==> src/rtl/mcb_port_arbiter_pkg.sv <==
// Shared encodings for the MCB command-port arbiter: command opcodes, FSM states, default widths.
package mcb_port_arbiter_pkg;

   localparam int ADDR_W_DEF     = 30;
   localparam int BL_W_DEF       = 6;
   localparam int STARVE_MAX_DEF = 16;

   localparam logic [2:0] MCB_CMD_READ  = 3'b001;
   localparam logic [2:0] MCB_CMD_WRITE = 3'b000;

   typedef enum logic [1:0] {
      ST_WAIT_CAL = 2'd0,
      ST_IDLE     = 2'd1,
      ST_ISSUE    = 2'd2,
      ST_GAP      = 2'd3
   } arb_state_t;

endpackage

==> src/rtl/mcb_port_arbiter_synchro.sv <==
// Two-flop synchroniser for a single asynchronous level; 2-cycle latency, no backpressure.
module mcb_port_arbiter_synchro (
   input  logic clk,
   input  logic reset_n,
   input  logic d,
   output logic q
);

   logic meta;

   always_ff @(posedge clk or negedge reset_n) begin
      if (!reset_n) begin
         meta <= 1'b0;
         q    <= 1'b0;
      end else begin
         meta <= d;
         q    <= meta;
      end
   end

endmodule

==> src/rtl/mcb_port_arbiter.sv <==
// Arbitrates read/write requesters onto one MCB command port; strobe one cycle after an IDLE pick,
// commands at least 3 cycles apart, holds off on cmd_full / lost calibration / short write data.
module mcb_port_arbiter
   import mcb_port_arbiter_pkg::*;
#(
   parameter int ADDR_W     = ADDR_W_DEF,
   parameter int BL_W       = BL_W_DEF,
   parameter int STARVE_MAX = STARVE_MAX_DEF
) (
   input  logic              clk,
   input  logic              reset_n,
   input  logic              mem_calib_done,
   input  logic              rd_req,
   input  logic [ADDR_W-1:0] rd_addr,
   input  logic [BL_W-1:0]   rd_bl,
   output logic              rd_gnt,
   input  logic              wr_req,
   input  logic [ADDR_W-1:0] wr_addr,
   input  logic [BL_W-1:0]   wr_bl,
   output logic              wr_gnt,
   input  logic [6:0]        wr_fifo_count,
   input  logic              cmd_full,
   output logic              cmd_en,
   output logic [2:0]        cmd_instr,
   output logic [BL_W-1:0]   cmd_bl,
   output logic [ADDR_W-1:0] cmd_byte_addr,
   output logic              calibrated
);

   localparam int SC_W = $clog2(STARVE_MAX + 1);

   arb_state_t        state, state_nxt;
   logic [SC_W-1:0]   starve_cnt;
   logic [6:0]        wr_need;
   logic              wr_ok, starve_hit;
   logic              pick_rd, pick_wr, issue;
   logic [ADDR_W-1:0] sel_addr;

   mcb_port_arbiter_synchro u_cal_sync (
      .clk     (clk),
      .reset_n (reset_n),
      .d       (mem_calib_done),
      .q       (calibrated)
   );

   // A write is only eligible once its whole burst is already in the data FIFO.
   assign wr_need    = 7'(wr_bl) + 7'd1;
   assign wr_ok      = wr_req && (wr_fifo_count >= wr_need);
   assign starve_hit = (starve_cnt == SC_W'(STARVE_MAX));
   assign issue      = pick_rd | pick_wr;
   assign sel_addr   = pick_rd ? rd_addr : wr_addr;

   always_comb begin
      state_nxt = state;
      pick_rd   = 1'b0;
      pick_wr   = 1'b0;
      case (state)
         ST_WAIT_CAL: begin
            if (calibrated) state_nxt = ST_IDLE;
         end
         ST_IDLE: begin
            if (!calibrated) begin
               state_nxt = ST_WAIT_CAL;
            end else if (!cmd_full) begin
               // Reads win ties for the display deadline unless writes have starved long enough.
               if (wr_ok && (!rd_req || starve_hit)) pick_wr = 1'b1;
               else if (rd_req)                      pick_rd = 1'b1;
               if (pick_rd || pick_wr) state_nxt = ST_ISSUE;
            end
         end
         ST_ISSUE: state_nxt = calibrated ? ST_GAP  : ST_WAIT_CAL;
         ST_GAP:   state_nxt = calibrated ? ST_IDLE : ST_WAIT_CAL;
         default:  state_nxt = ST_WAIT_CAL;
      endcase
   end

   always_ff @(posedge clk or negedge reset_n) begin
      if (!reset_n) state <= ST_WAIT_CAL;
      else          state <= state_nxt;
   end

   always_ff @(posedge clk or negedge reset_n) begin
      if (!reset_n) begin
         cmd_en        <= 1'b0;
         rd_gnt        <= 1'b0;
         wr_gnt        <= 1'b0;
         cmd_instr     <= 3'b000;
         cmd_bl        <= '0;
         cmd_byte_addr <= '0;
      end else begin
         cmd_en <= issue;
         rd_gnt <= pick_rd;
         wr_gnt <= pick_wr;
         if (issue) begin
            cmd_instr     <= pick_rd ? MCB_CMD_READ : MCB_CMD_WRITE;
            cmd_bl        <= pick_rd ? rd_bl : wr_bl;
            cmd_byte_addr <= {sel_addr[ADDR_W-1:2], 2'b00};
         end
      end
   end

   always_ff @(posedge clk or negedge reset_n) begin
      if (!reset_n) begin
         starve_cnt <= '0;
      end else if (!calibrated || !wr_req || pick_wr) begin
         starve_cnt <= '0;
      end else if (pick_rd && !starve_hit) begin
         starve_cnt <= starve_cnt + SC_W'(1);
      end
   end

endmodule

==> config.mk <==
export PLATFORM = sky130hd
export DESIGN_NAME = mcb_port_arbiter
export DESIGN_NICKNAME = d
export VERILOG_FILES = /design/src/rtl/mcb_port_arbiter_pkg.sv /design/src/rtl/mcb_port_arbiter_synchro.sv /design/src/rtl/mcb_port_arbiter.sv
export SDC_FILE = /design/constraint.sdc
export NUM_CORES = 1
export LEC_CHECK = 0
export BUFFER_PORTS_ARGS = -buffer_cell sky130_fd_sc_hd__buf_2
export CORE_MARGIN = 5
export CORE_UTILIZATION = 43
export CTS_CLUSTER_DIAMETER = 60
export DETAILED_ROUTE_END_ITERATION = 16
export PLACE_DENSITY = 0.73
export SLEW_MARGIN = 20
export SYNTH_ARGS = -nofsm -noshare
export SYNTH_HDL_FRONTEND = slang
export SYNTH_HIERARCHICAL = 1
export SYNTH_SLANG_ARGS = --single-unit
==> constraint.sdc <==
create_clock -name clk -period 2 [get_ports clk]
set_clock_uncertainty 0.2 [all_clocks]
set_input_delay 0.1 -clock clk [delete_from_list [all_inputs] [get_ports clk]]
set_output_delay 0.1 -clock clk [all_outputs]
set_load 0.02 [all_outputs]
## Word level (Yosys, flattened, before mapping)

Index checks and enable logic that the tools add are counted.
Widths: inputs -> output; s select.

- Output and inout bits: 43
- Word-level logic and storage cells: 62
- Bits in registers: 49

- Bitwise operators: 1
- Reductions and logical operators: 14
- Order comparisons: 1
- Add/sub/neg operators: 2
- Eq/ne operators: 7
- Muxes and demuxes: 27

Operator list:

| operator | count |
|---|---|
| $mux 30 | 1 |
| $mux 1 | 17 |
| $mux 2 | 5 |
| $mux 5 | 2 |
| $pmux 2 s4 | 1 |
| $add 6x1->7 const B | 1 |
| $ge 7x7->1 | 1 |
| $mux 6 | 1 |
| $ne 3x3->1 const B | 2 |
| $add 5x1->5 const B | 1 |
| $eq 5x5->1 const B | 1 |
| $eq 2x2->1 const B | 2 |
| $logic_not 1->1 | 4 |
| $logic_or 1x1->1 | 4 |
| $logic_and 1x1->1 | 3 |
| $reduce_and 3->1 | 1 |
| $eq 2x1->1 const B | 1 |
| $logic_not 2->1 | 1 |
| $ne 2x1->1 const B | 1 |
| $reduce_bool 2->1 | 1 |
| $or 1x1->1 | 1 |

## Logic depth before layout (Yosys ltp)

Gate-level depths: netlist (run 1).

- Depth in word-level cells: 14
- Gate-level depth with buffers: 11
- Mapped depth without buffers: 9

## Hierarchy

Netlist (run 1), hierarchy kept.

Modules (own cells, without submodules):

| module | cells each | instances | area each (µm²) |
|---|---|---|---|
| mcb_port_arbiter | 286 | 1 | 2,733.9 |
| mcb_port_arbiter_synchro | 2 | 1 | 50.0 |

## Least setup slack after synthesis (run 1)

No wires, ideal clock.

- Path kind: in2reg
- Start point: input wr_bl[0]
- End point: register cmd_bl[5]
- Library setup time: 0.123 ns
- Data arrival time: 1.935 ns
- Stages on the path: 10
- Setup slack: -0.258 ns
- Buffers on the path: 2
- Cells stage by stage: ha_1 nand3_1 or2_2 ha_1 o2111ai_1 o21ai_2 buf_2 clkbuf_1 nand3_1 o221a_1

- Cells in the longest elaborated chain, start to end: 12
- Elaborated cells on any way between the ends: 20
- Classes of those cells: add/sub (1); order compare (1); mux (15); bitwise (1); reduce/logical (2)

Ends and longest elaborated chain:

| what | RTL line | RTL |
|---|---|---|
| start: declaration | mcb_port_arbiter.sv:19 | `input logic [BL_W-1:0] wr_bl,` |
| $add 6x1->7 (*) | mcb_port_arbiter.sv:47 | `assign wr_need = 7'(wr_bl) + 7'd1;` |
| $ge 7x7->1 (*) | mcb_port_arbiter.sv:48 | `assign wr_ok = wr_req && (wr_fifo_count >= wr_need);` |
| $logic_and 1x1->1 (*) | mcb_port_arbiter.sv:48 |  |
| $logic_and 1x1->1 (*) | mcb_port_arbiter.sv:66 | `if (wr_ok && (!rd_req \|\| starve_hit)) pick_wr = 1'b1;` |
| $mux 1 | mcb_port_arbiter.sv:66 |  |
| $mux 1 | mcb_port_arbiter.sv:64 | `end else if (!cmd_full) begin` |
| $mux 1 | mcb_port_arbiter.sv:62 | `if (!calibrated) begin` |
| $mux 1 | mcb_port_arbiter.sv:57 | `case (state)` |
| $mux 1 | mcb_port_arbiter.sv:64 |  |
| $mux 1 | mcb_port_arbiter.sv:62 |  |
| $mux 1 | mcb_port_arbiter.sv:57 |  |
| $mux 6 / $or 1x1->1 (equally long branches) | mcb_port_arbiter.sv:96, mcb_port_arbiter.sv:50 |  |
| end signal: assignment | mcb_port_arbiter.sv:96 | `cmd_bl <= pick_rd ? rd_bl : wr_bl;` |
| end: declaration | mcb_port_arbiter.sv:25 | `output logic [BL_W-1:0] cmd_bl,` |

Every way passes the cells marked *; elsewhere a longest branch is shown, timed or not. The select of a mux whose other input is x is not followed.
A chain may end at the register's enable or synchronous reset.

## Final worst setup path (run 1)

- Start point: input wr_bl[1]
- End point: register cmd_byte_addr[13]

- Cells in the longest elaborated chain, start to end: 12
- Elaborated cells on any way between the ends: 20
- Classes of those cells: add/sub (1); order compare (1); mux (15); bitwise (1); reduce/logical (2)

Ends and longest elaborated chain:

| what | RTL line | RTL |
|---|---|---|
| $add 6x1->7 (*) | mcb_port_arbiter.sv:47 |  |
| $ge 7x7->1 (*) | mcb_port_arbiter.sv:48 |  |
| $logic_and 1x1->1 (*) | mcb_port_arbiter.sv:48 |  |
| $logic_and 1x1->1 (*) | mcb_port_arbiter.sv:66 |  |
| $mux 1 | mcb_port_arbiter.sv:66 |  |
| $mux 1 | mcb_port_arbiter.sv:64 |  |
| $mux 1 | mcb_port_arbiter.sv:62 |  |
| $mux 1 | mcb_port_arbiter.sv:57 |  |
| $mux 1 | mcb_port_arbiter.sv:64 |  |
| $mux 1 | mcb_port_arbiter.sv:62 |  |
| $mux 1 | mcb_port_arbiter.sv:57 |  |
| $mux 30 / $or 1x1->1 (equally long branches) | mcb_port_arbiter.sv:51, mcb_port_arbiter.sv:50 |  |
| end signal: assignment | mcb_port_arbiter.sv:97 | `cmd_byte_addr <= {sel_addr[ADDR_W-1:2], 2'b00};` |
| end: declaration | mcb_port_arbiter.sv:26 | `output logic [ADDR_W-1:0] cmd_byte_addr,` |

Marks and branches as above.

==> results_tabular.tex, run 1 <==
\begin{tabular}{lr}
\hline
Metric & Value \\
\hline
\multicolumn{2}{l}{\textbf{Place}} \\
\quad Placement Cell Area & approximately 3600 sq um \\
\quad Number of cells in the design after placement & approximately 500 \\
\quad Placement Setup Slack & -0.403 ns \\
\quad Half-perimeter wire length after detailed placement & 6.08 mm \\
\quad Placer Congestion & 0.810 \\
\quad Count of buffers from port buffering & 119 \\
\multicolumn{2}{l}{\textbf{Routing}} \\
\quad Number of DRC violations after detailed routing & 0 \\
\quad Antenna Violating Nets Remaining & 0 \\
\quad Via density & 5.39 \\
\quad First-iteration detailed-routing DRC count & 184 \\
\quad 1st-pass router iterations & 4 \\
\quad Via count of the routed design & 3043 \\
\quad Drt total wl & roughly 9.4 mm \\
\quad Wire length per cell & 16.6 um \\
\multicolumn{2}{l}{\textbf{Cells and area}} \\
\quad Final instance area & 4550 sq um \\
\quad Area Overhead vs Synth & 63.4\% \\
\quad Share of layout cells above drive strength 1 & a little over two fifths \\
\quad Ant diodes & 0 \\
\quad Number of nets in the finished design & 582 \\
\quad Number of standard cells in the final layout excluding fillers & between 500 and 600 \\
\multicolumn{2}{l}{\textbf{Floorplan}} \\
\quad Core Area & 6310 sq um \\
\quad Initial Util & 44.1\% \\
\quad Die Height & 90.5 um \\
\quad Die Footprint & 8180 sq um \\
\quad Die boundary width & 90.5 um \\
\quad Io pins & 128 \\
\quad Rows & 29 \\
\multicolumn{2}{l}{\textbf{Worst setup path}} \\
\quad Register-to-register setup slack & 0.09 ns \\
\quad Startpoint kind of the worst setup timing path & primary input \\
\quad Source of the worst register-to-register timing path & starve\_cnt[0] \\
\quad Worst path required time & just under 2 ns \\
\quad Maximum fanout count along the critical path & 18 \\
\quad Critical path destination & cmd\_byte\_addr[13] \\
\quad Startpoint of the most critical setup path & wr\_bl[1] \\
\quad FF-to-FF End & cmd\_byte\_addr[26] \\
\quad Setup crit end kind & flop \\
\quad Arrival time reported for the critical path endpoint & 1.97 ns \\
\quad Worst reg-to-reg path cell count & 8 \\
\quad Classification of the worst setup path & primary input to flop \\
\multicolumn{2}{l}{\textbf{Hold path}} \\
\quad Hold path start & rd\_req \\
\quad Type of the most critical hold path & primary input to flop \\
\quad Hold Path Depth & 3 \\
\multicolumn{2}{l}{\textbf{Yosys}} \\
\quad Ys flop type & dfrtp\_1 \\
\quad Post-synthesis sequential area ratio & around 42\% \\
\quad Number of warnings reported in the yosys synthesis log & 6 \\
\quad Synthesized area divided by synthesized cell count & 9.67 sq um \\
\quad \#FFs+latches synth & 47 \\
\quad Top cells by count, synth & dfrtp\_1 (47), nor2\_1 (38), nand3\_1 (37), or2\_2 (35), o221a\_1 (34) \\
\quad Yosys cell types & 36 \\
\quad Largest cells by area after synthesis & dfrtp\_1 (42\%), o221a\_1 (14\%), or2\_2 (7.9\%), nand3\_1 (6.7\%), nor2\_1 (5.1\%) \\
\quad Post-Synthesis Cell Area & 2780 sq um \\
\quad Mapped Cells & 288 \\
\quad Most frequent cell after synthesis & dfrtp\_1 \\
\quad Count of flip-flops with a built-in enable after synthesis & 0 \\
\quad Yosys top cell area share & 42.2\% \\
\quad Largest area contributor in the synthesized netlist & dfrtp\_1 \\
\quad Share of flip-flops with an asynchronous set or reset after synthesis & 100\% \\
\multicolumn{2}{l}{\textbf{Timing}} \\
\quad Setup repair after global routing missed its margin & true \\
\quad Final setup vio count & 0 \\
\quad Worst Setup Slack, final & 0.0159 ns \\
\quad Peak Freq & between 0.5 and 0.6 GHz \\
\quad Post-route minimum period & 1.98 ns \\
\quad Share of the clock period used by the worst path & between 90 and 100\% \\
\quad Slew Viols, Final & 0 \\
\quad Number of endpoints with negative hold slack in the final report & 0 \\
\multicolumn{2}{l}{\textbf{CTS}} \\
\quad Root Buffer Master & clkbuf\_8 \\
\quad Number of buffers on the longest clock path & 2 \\
\quad CTS tree & done \\
\quad Clock-pin slew on the worst setup and hold paths & 0.09 ns \\
\quad Worst-skew pair later-pin latency & 0.30 ns \\
\quad Clock sink count & 47 \\
\quad Post-CTS Setup Bufs & 0 \\
\quad H-tree depth reported by CTS & 2 \\
\quad Inserted Clock Buffers & 5 \\
\multicolumn{2}{l}{\textbf{Global route}} \\
\quad Number of antenna violations at the first check in global routing & 0 \\
\quad Overflow left after global routing & 0 \\
\quad Via count of the first global-routing pass & about 3200 \\
\quad Global-route usage over all layers & around 22\% \\
\quad Maximum number of pins on one net before global-route repair & 26 \\
\quad First-pass GRT wire length & 15.3 mm \\
\multicolumn{2}{l}{\textbf{Pwr}} \\
\quad Highest ir drop seen on vdd & 0.000538 V \\
\quad Static leakage power & 0.00200 uW \\
\quad Ratio of total power to cell area & 709 nW/um\^{}2 \\
\multicolumn{2}{l}{\textbf{Flow run}} \\
\quad Number of max-capacitance violations reported & 0 \\
\multicolumn{2}{l}{\textbf{Run status}} \\
\quad Run status & complete, no violations \\
\hline
\end{tabular}
[flip-flops by register name, summed over array words and instances, names as in the netlist]
signal,count
cmd_byte_addr,28
cmd_bl,6
starve_cnt,5
state,2
cmd_en,1
cmd_instr,1
rd_gnt,1
u_cal_sync/meta,1
u_cal_sync/q,1
wr_gnt,1
[report_power, final]
group / leakage [uW] / internal [uW] / switching [uW]
Sequential: 0.000549 / 1160 / 124
Clock: 0.0000612 / 405 / 322
Combinational: 0.00139 / 585 / 632
[kinds of logic (layout without fill, tap and decap cells)]
family	after synthesis	in the layout	synth area share, %
xor+xnor	4	4	1.26
flops	47	47	42.2
fa+ha+maj	10	10	4.49
other cells	1	4	0.135
compound gates	58	58	20.8
mux	1	1	0.360
simple gates	133	133	24.3
buf+inv	34	231	6.47
[worst max-delay path, cell delays in order]
cell and delay, ns:
buf_8 0.09, and3_4 0.18, nand3_2 0.06, xor2_1 0.15
ha_1 0.29, a21o_1 0.18, a21oi_2 0.16, o21ai_4 0.10
o21a_4 0.25, buf_12 0.16, o221a_1 0.25
[placed cells by master (no fill, tap or decap), types with 4 or more instances in the layout]
master and count:
clkbuf_8 6, conb_1 4, buf_4 23, ha_1 6, nand2_1 9, nand3_1 35, o221a_1 34, a21oi_1 5
inv_1 6, buf_12 4, buf_6 4, buf_2 115, or2_2 34, dlygate4sd3_1 67, nor2_1 37, dfrtp_1 47
[metrics by stage]
stage               total power (uW)  setup TNS [ns]  utilization (%)  hold slack [ns]
floorplan                       1940           -3.61                -           -0.396
global placement                2350          -13.14             57.5           -0.170
detailed placement              2380          -15.73             57.5           -0.160
CTS                             3210         -0.0184             70.3           0.0129
global route                    3390          -0.538             72.0           0.0585
finish                          3230               0             72.0           0.0445
[repair_timing]
| item | in CTS | in global routing |
|---|---|---|
| pin swaps | 3 | 5 |
| hold buffers | 66 | 1 |
| endpoints found under the setup margin | 37 | 38 |
| gates resized for setup | 9 | 15 |
| gates cloned | 1 | 2 |
| endpoints found under the hold margin | 85 | 1 |
[per-layer routing]
metal / wire length, um / GRT usage, % / up-vias
met4: 226 / 7.44 / 0
met3: 533 / 4.25 / 22
met2: 4820 / 40.0 / 128
met5: 0 / 0 / -
li1: - / - / 1431
met1: 3790 / 26.8 / 1462
[worst min path at each step]
stage | slack [ns] | end
after global routing | 0.06 | state[0]
final | 0.04 | state[0]
after global placement | -0.17 | starve_cnt[0]
after floorplan | -0.40 | cmd_bl[0]
after CTS | 0.01 | cmd_bl[1]
after detailed placement | -0.16 | starve_cnt[0]
[cell type report]
type | instances | area (sq um)
clock buffers | 6 | 82.6
clock inverters | 2 | 35.0
fillers | 475 | 1770
inverters | 6 | 22.5
multi-input cells | 210 | 1530
flip-flops and latches | 47 | 1180
well taps | 77 | 96.3
repair buffers | 217 | 1610
No activity file was read; power rests on OpenSTA's default activity.
==> run 2, diff against run 1 <==
--- a/config.mk
+++ b/config.mk
@@ -5,7 +5,7 @@
 export SDC_FILE = /design/constraint.sdc
 export NUM_CORES = 1
 export LEC_CHECK = 0
-export BUFFER_PORTS_ARGS = -buffer_cell sky130_fd_sc_hd__buf_2
+export BUFFER_PORTS_ARGS = -buffer_cell sky130_fd_sc_hd__buf_4
 export CORE_MARGIN = 5
 export CORE_UTILIZATION = 43
 export CTS_CLUSTER_DIAMETER = 60
==> constraint.sdc (replaced) <==
create_clock -name clk -period 1.81 [get_ports clk]
set_clock_uncertainty 0.2 [all_clocks]
set_input_delay 0.0905 -clock clk [delete_from_list [all_inputs] [get_ports clk]]
set_output_delay 0.0905 -clock clk [all_outputs]
set_load 0.02 [all_outputs]
==> run 2 against run 1 <==
The flow now finishes with violations (setup timing). Global-route usage rose by 2.3 points. Non-clock buffer count increased by 5. Routed wire length rose by 8.4%. Total power is 18% higher. Count of clock-buffer cells in the layout unchanged. Setup slack worse by 0.23 ns. Critical path depth did not move. Sequential share of layout area decreased by 2.3 points. Combinational power up 32%. Cell count increased by 0.71%. Via count increased by 0.82%. Critical path type unchanged.
==> results_tabular.tex, run 2 (synthesis results as in run 1) <==
\begin{tabular}{lr}
\hline
Metric & Value \\
\hline
\multicolumn{2}{l}{\textbf{Run status}} \\
\quad Run status & complete, but fails checks \\
\quad Failing checks & setup timing \\
\multicolumn{2}{l}{\textbf{Timing}} \\
\quad Tightest slew margin relative to the limit & 59.8\% \\
\quad Slew Viols, Final & 0 \\
\quad Worst Setup Slack, final & -0.211 ns \\
\quad Hold Worst Slack & $\sim$0.05 ns \\
\quad Final setup vio count & 43 \\
\quad Final-layout setup total negative slack & -7.23 ns \\
\quad Number of endpoints with negative hold slack in the final report & 0 \\
\quad Peak Freq & 0.495 GHz \\
\quad Worst-margin pin slew & 0.603 ns \\
\quad Post-route minimum period & roughly 2.0 ns \\
\quad Share of the clock period used by the worst path & 112\% \\
\quad Setup repair after global routing missed its margin & true \\
\multicolumn{2}{l}{\textbf{Floorplan}} \\
\quad Io pins & 128 \\
\quad Rows & 29 \\
\quad Initial Util & 44.1\% \\
\quad Die Footprint & 8180 sq um \\
\quad Die Height & 90.5 um \\
\quad Die boundary width & 90.5 um \\
\quad Core Area & 6310 sq um \\
\multicolumn{2}{l}{\textbf{Global route}} \\
\quad Overflow left after global routing & 0 \\
\quad Number of antenna violations at the first check in global routing & 0 \\
\quad Via count of the first global-routing pass & 3355 \\
\quad First-pass GRT wire length & 16.8 mm \\
\quad Global-route usage over all layers & 24.7\% \\
\quad Maximum number of pins on one net before global-route repair & 48 \\
\multicolumn{2}{l}{\textbf{Routing}} \\
\quad Wire length per cell & 17.8 um \\
\quad 1st-pass router iterations & 4 \\
\quad Drt total wl & approximately 10 mm \\
\quad Via density & 5.39 \\
\quad Antenna Violating Nets Remaining & 0 \\
\quad WL met3 & 588 um \\
\quad Via count of the routed design & a little over 3000 \\
\quad Number of DRC violations after detailed routing & 0 \\
\quad First-iteration detailed-routing DRC count & 135 \\
\quad M1 WL & 3.95 mm \\
\quad Uppermost signal routing layer after detailed routing & met4 \\
\quad Wire length on met2 & 5.40 mm \\
\multicolumn{2}{l}{\textbf{Hold path}} \\
\quad Type of the most critical hold path & primary input to flop \\
\multicolumn{2}{l}{\textbf{Worst setup path}} \\
\quad Family with the most delay on the worst path & compound AO/OA/AOI/OAI gates \\
\quad Cell at the slowest stage of the critical path & ha\_1 \\
\quad Arrival time reported for the critical path endpoint & roughly 2.0 ns \\
\quad Classification of the worst setup path & primary input to flop \\
\quad Worst path bufs/invs & 2 \\
\quad Startpoint kind of the worst setup timing path & primary input \\
\quad Setup crit end kind & flop \\
\quad Maximum fanout count along the critical path & 18 \\
\quad Critical-path cell list & buf\_8, and3\_4, nand3\_2, xor2\_1, ha\_1, a21o\_1, a21oi\_2, o21ai\_4, o21a\_4, clkbuf\_16, o221a\_1 \\
\quad Worst path required time & 1.80 ns \\
\quad Max incr delay on CP & 0.30 ns \\
\multicolumn{2}{l}{\textbf{Pwr}} \\
\quad Static leakage power & 0.00216 uW \\
\quad Highest ir drop seen on vdd & 0.000590 V \\
\quad Total power consumption of the routed design & between 3000 and 4000 uW \\
\quad Ratio of total power to cell area & 762 nW/um\^{}2 \\
\multicolumn{2}{l}{\textbf{CTS}} \\
\quad H-tree depth reported by CTS & 2 \\
\quad Clock sink count & 47 \\
\quad Worst-skew pair later-pin latency & 0.30 ns \\
\quad Number of buffers on the longest clock path & 2 \\
\quad Inserted Clock Buffers & 5 \\
\quad Clock-pin slew on the worst setup and hold paths & 0.09 ns \\
\quad Root Buffer Master & clkbuf\_8 \\
\quad CTS tree & done \\
\multicolumn{2}{l}{\textbf{Place}} \\
\quad Placement Cell Area & 3920 sq um \\
\quad Half-perimeter wire length after detailed placement & 6.13 mm \\
\quad Placer Congestion & 0.827 \\
\quad Count of buffers from port buffering & around 120 \\
\multicolumn{2}{l}{\textbf{Cells and area}} \\
\quad Commonest cells after routing, fill and taps aside & buf\_4 (139), dlygate4sd3\_1 (67), dfrtp\_1 (47), nor2\_1 (38) \\
\quad Area Overhead vs Synth & 79.2\% \\
\quad Ant diodes & 0 \\
\quad Share of layout cells above drive strength 1 & 44.3\% \\
\quad Number of nets in the finished design & 587 \\
\quad Max reg flops & 28 \\
\quad Most common cell after layout, fill and taps aside & buf\_4 \\
\quad Post-layout util & between 70\% and 80\% \\
\quad Register bank with the most flops & cmd\_byte\_addr \\
\quad Final instance area & about 5000 sq um \\
\quad Top Registers & cmd\_byte\_addr x28, cmd\_bl x6, starve\_cnt x5 \\
\multicolumn{2}{l}{\textbf{Flow run}} \\
\quad Number of max-capacitance violations reported & 0 \\
\hline
\end{tabular}
run 2: cell types whose count changed in the layout (fill, tap and decap cells not counted), sizes merged:
cell | previous run | this run
clkbuf | 8 | 7
clkinv | 1 | 0
buf | 148 | 154
run 2: final timing paths:
path | from | endpoint | slack (ns) | cells after the start
hold / removal | cmd_full | state[0] | 0.05 | 5
setup reg to reg | starve_cnt[1] | cmd_byte_addr[2] | -0.19 | 8
setup / recovery | wr_bl[0] | cmd_byte_addr[13] | -0.21 | 11
min in group asynchronous | reset_n | u_cal_sync/meta | 0.13 | 2
max in group asynchronous | reset_n | state[0] | 0.86 | 2
hold reg to reg | u_cal_sync/meta | u_cal_sync/q | 0.18 | 0
run 2: power by group:
group	switching (uW)	internal [uW]	total, uW
registers	152	1280	1430
logic	734	874	1610
clock network	352	405	758
total	1240	2560	3800
run 2: through the flow:
stage | instances | setup slack (ns)
after floorplan | 291 | -0.310
after global placement | 487 | -0.483
after CTS | 567 | -0.166
after detailed placement | 487 | -0.514
after global routing | 569 | -0.276
final | 569 | -0.211
run 2: what timing repair did:
| item | CTS | global route |
|---|---|---|
| buffers inserted | 3 | 3 |
| pin swaps | 9 | 10 |
| hold buffers | 67 | 0 |
| hold endpoints to repair | 85 | 0 |
| cloned | 3 | 1 |
| endpoints found under the setup margin | 44 | 45 |
| resized for setup | 20 | 12 |
run 2: worst register-to-register path, delay by kind of cell, from the launching register on:
family	cells	cell delay [ns]
AND/OR/NAND/NOR	3	0.50
AO/OA/AOI/OAI	2	0.47
flip-flops	1	0.38
buffers and inverters	2	0.25
adder cells (fa/ha/maj)	1	0.14
run 2: routing by layer:
layer / GRT usage (%) / vias to the layer above
li1: - / 1445
met1: 28.6 / 1490
met2: 45.1 / 115
met3: 5.50 / 18
met4: 6.95 / 0
met5: 0 / -
run 2: final cells by class:
cell class / instances / area (sq um)
clock inverters: 1 / 30.0
clock buffers: 6 / 72.6
flip-flops and latches: 47 / 1180
repair buffers: 222 / 2000
inverters: 6 / 22.5
multi-input cells: 210 / 1590
well taps: 77 / 96.3
fillers: 418 / 1330
==> run 3, diff against run 2 <==
--- a/config.mk
+++ b/config.mk
@@ -10,6 +10,7 @@
 export CORE_UTILIZATION = 43
 export CTS_CLUSTER_DIAMETER = 60
 export DETAILED_ROUTE_END_ITERATION = 16
+export GPL_TIMING_DRIVEN = 0
 export PLACE_DENSITY = 0.73
 export SLEW_MARGIN = 20
 export SYNTH_ARGS = -nofsm -noshare
==> run 3 against run 2 <==
The flow finishes with violations (hold timing, setup timing). Count of clock-buffer cells in the layout rose by 2. Critical endpoint is now cmd_byte_addr[11]. Design area is 0.93% lower. Non-clock buffer count grew 8. Largest cell class unchanged. Critical path type unchanged. First-iteration DRC count increased by 13%. Combinational power is 4% lower.
==> results_tabular.tex, run 3 (synthesis results as in run 1) <==
\begin{tabular}{lr}
\hline
Metric & Value \\
\hline
\multicolumn{2}{l}{\textbf{Run status}} \\
\quad Run status & complete, but fails checks \\
\quad Failing checks & hold timing, setup timing \\
\multicolumn{2}{l}{\textbf{Cells and area}} \\
\quad Area Overhead vs Synth & 77.5\% \\
\quad Register bank with the most flops & cmd\_byte\_addr \\
\quad Post-layout util & 78.3\% \\
\quad Top Registers & cmd\_byte\_addr x28, cmd\_bl x6, starve\_cnt x5 \\
\quad Multi-input combinational cell area & 1530 sq um \\
\quad Ant diodes & 0 \\
\quad Number of nets in the finished design & a little under 600 \\
\quad Most common cell after layout, fill and taps aside & buf\_4 \\
\quad Share of layout cells above drive strength 1 & 43.7\% \\
\quad Final instance area & 4940 sq um \\
\quad Number of fillers in the final layout & roughly 430 \\
\quad Commonest cells after routing, fill and taps aside & buf\_4 (136), dlygate4sd3\_1 (67), dfrtp\_1 (47), nor2\_1 (37), nand3\_1 (35) \\
\quad Max reg flops & 28 \\
\quad Number of standard cells in the final layout excluding fillers & 578 \\
\quad Register Area & 1180 sq um \\
\multicolumn{2}{l}{\textbf{Worst setup path}} \\
\quad Worst path required time & around 1.8 ns \\
\quad Classification of the worst setup path & primary input to flop \\
\quad Startpoint of the most critical setup path & wr\_bl[1] \\
\quad Source of the worst register-to-register timing path & starve\_cnt[0] \\
\quad Critical path destination & cmd\_byte\_addr[11] \\
\quad Worst reg-to-reg path cell count & 9 \\
\quad Startpoint kind of the worst setup timing path & primary input \\
\quad FF-to-FF End & cmd\_byte\_addr[11] \\
\quad Arrival time reported for the critical path endpoint & 2.04 ns \\
\quad Setup crit end kind & flop \\
\quad Register-to-register setup slack & -0.20 ns \\
\quad Maximum fanout count along the critical path & 10 \\
\multicolumn{2}{l}{\textbf{CTS}} \\
\quad Worst-skew pair later-pin latency & 0.29 ns \\
\quad Clock-pin slew on the worst setup and hold paths & 0.09 ns \\
\quad Root Buffer Master & clkbuf\_8 \\
\quad Number of buffers on the longest clock path & 2 \\
\quad CTS tree & done \\
\quad Clock sink count & 47 \\
\quad Inserted Clock Buffers & 5 \\
\quad H-tree depth reported by CTS & 2 \\
\quad \# hold bufs at CTS & 67 \\
\multicolumn{2}{l}{\textbf{Routing}} \\
\quad Drt total wl & $\sim$9.6 mm \\
\quad Uppermost signal routing layer after detailed routing & met4 \\
\quad WL met3 & 583 um \\
\quad 1st-pass router iterations & 4 \\
\quad M1 WL & 3.90 mm \\
\quad Number of DRC violations after detailed routing & 0 \\
\quad Via count of the routed design & 3074 \\
\quad Wire length on met2 & 4.85 mm \\
\quad Antenna Violating Nets Remaining & 0 \\
\quad First-iteration detailed-routing DRC count & 152 \\
\quad Via density & about 5.3 \\
\quad Wire length per cell & 16.6 um \\
\multicolumn{2}{l}{\textbf{Floorplan}} \\
\quad Io pins & 128 \\
\quad Die boundary width & a little over 90 um \\
\quad Rows & 29 \\
\quad Die Footprint & 8180 sq um \\
\quad Core Area & between 6000 and 7000 sq um \\
\quad Initial Util & 44.1\% \\
\quad Die Height & 90.5 um \\
\multicolumn{2}{l}{\textbf{Global route}} \\
\quad Maximum number of pins on one net before global-route repair & 48 \\
\quad First-pass GRT wire length & 15.4 mm \\
\quad Number of antenna violations at the first check in global routing & 0 \\
\quad Global-route usage over all layers & 22.6\% \\
\quad Via count of the first global-routing pass & 3169 \\
\quad Overflow left after global routing & 0 \\
\multicolumn{2}{l}{\textbf{Timing}} \\
\quad Worst-margin pin slew & 0.613 ns \\
\quad Setup repair after global routing missed its margin & true \\
\quad Post-route minimum period & 2.06 ns \\
\quad Final setup vio count & 45 \\
\quad Worst Setup Slack, final & -0.251 ns \\
\quad Number of endpoints with negative hold slack in the final report & 1 \\
\quad Tightest slew margin relative to the limit & 59.1\% \\
\quad Slew Viols, Final & 0 \\
\quad Final-layout setup total negative slack & -8.57 ns \\
\quad Peak Freq & 0.485 GHz \\
\quad Share of the clock period used by the worst path & 114\% \\
\quad Hold Worst Slack & -0.0251 ns \\
\multicolumn{2}{l}{\textbf{Hold path}} \\
\quad Type of the most critical hold path & primary input to flop \\
\quad Hold Path Depth & 4 \\
\multicolumn{2}{l}{\textbf{Place}} \\
\quad Number of cells in the design after placement & 486 \\
\quad Count of buffers from port buffering & around 120 \\
\quad Half-perimeter wire length after detailed placement & 6.06 mm \\
\quad Placement Cell Area & $\sim$3900 sq um \\
\quad Placer Congestion & 0.787 \\
\multicolumn{2}{l}{\textbf{Pwr}} \\
\quad Ratio of total power to cell area & 742 nW/um\^{}2 \\
\quad Highest ir drop seen on vdd & 0.000468 V \\
\quad Static leakage power & 0.00216 uW \\
\multicolumn{2}{l}{\textbf{Flow run}} \\
\quad Number of max-capacitance violations reported & 0 \\
\hline
\end{tabular}
[run 3: worst min-delay path by stage]
stage | start | end | slack [ns]
detailed placement | reset_n | state[0] | -0.06
global placement | reset_n | u_cal_sync/meta | -0.06
floorplan | reset_n | cmd_bl[0] | -0.41
CTS | wr_bl[4] | cmd_bl[4] | -0.03
finish | wr_bl[4] | cmd_bl[4] | -0.03
global route | wr_bl[4] | cmd_bl[4] | -0.01
[run 3: power by group]
| group | switching, uW | internal (uW) |
|---|---|---|
| sequential | 141 | 1280 |
| combinational | 711 | 841 |
| clock | 344 | 349 |
| total | 1200 | 2470 |
[run 3: what timing repair did]
item                                    4_1_cts  5_1_grt
endpoints found under the setup margin       45       45
pin swaps                                     3        4
cloned                                        0        1
gates resized for setup                      29       22
setup buffers                                 8        8
hold endpoints to repair                     85        1
[run 3: layer usage]
metal  vias to the layer above  track usage, %
met1                      1461            27.8
met4                         0            8.06
met3                        23            5.00
li1                       1460               -
met5                         -               0
met2                       130            38.5
[run 3: critical path, stage by stage]
cell	delay, ns
buf_8	0.09
and3_4	0.17
nand3_2	0.07
xor2_1	0.14
ha_1	0.31
a21o_1	0.18
a21oi_2	0.18
o21ai_4	0.10
o21a_1	0.19
buf_6	0.15
buf_8	0.14
o221a_1	0.24
[run 3: metrics by stage]
step,power [uW],hold WS (ns),worst slack [ns]
floorplan,2150,-0.405,-0.310
finish,3670,-0.0251,-0.251
global placement,2780,-0.0617,-0.599
global route,3850,-0.0116,-0.336
CTS,3650,-0.0333,-0.272
detailed placement,2800,-0.0577,-0.651
[run 3: cell type report]
cell class                      instances  area share [%]
Timing Repair Buffer                  202            35.0
Multi-Input combinational cell        210            31.0
Sequential cell                        47            23.8
Buffer                                 28            5.77
Clock buffer                            8            2.03
Tap cell                               77            1.95
Inverter                                6           0.456
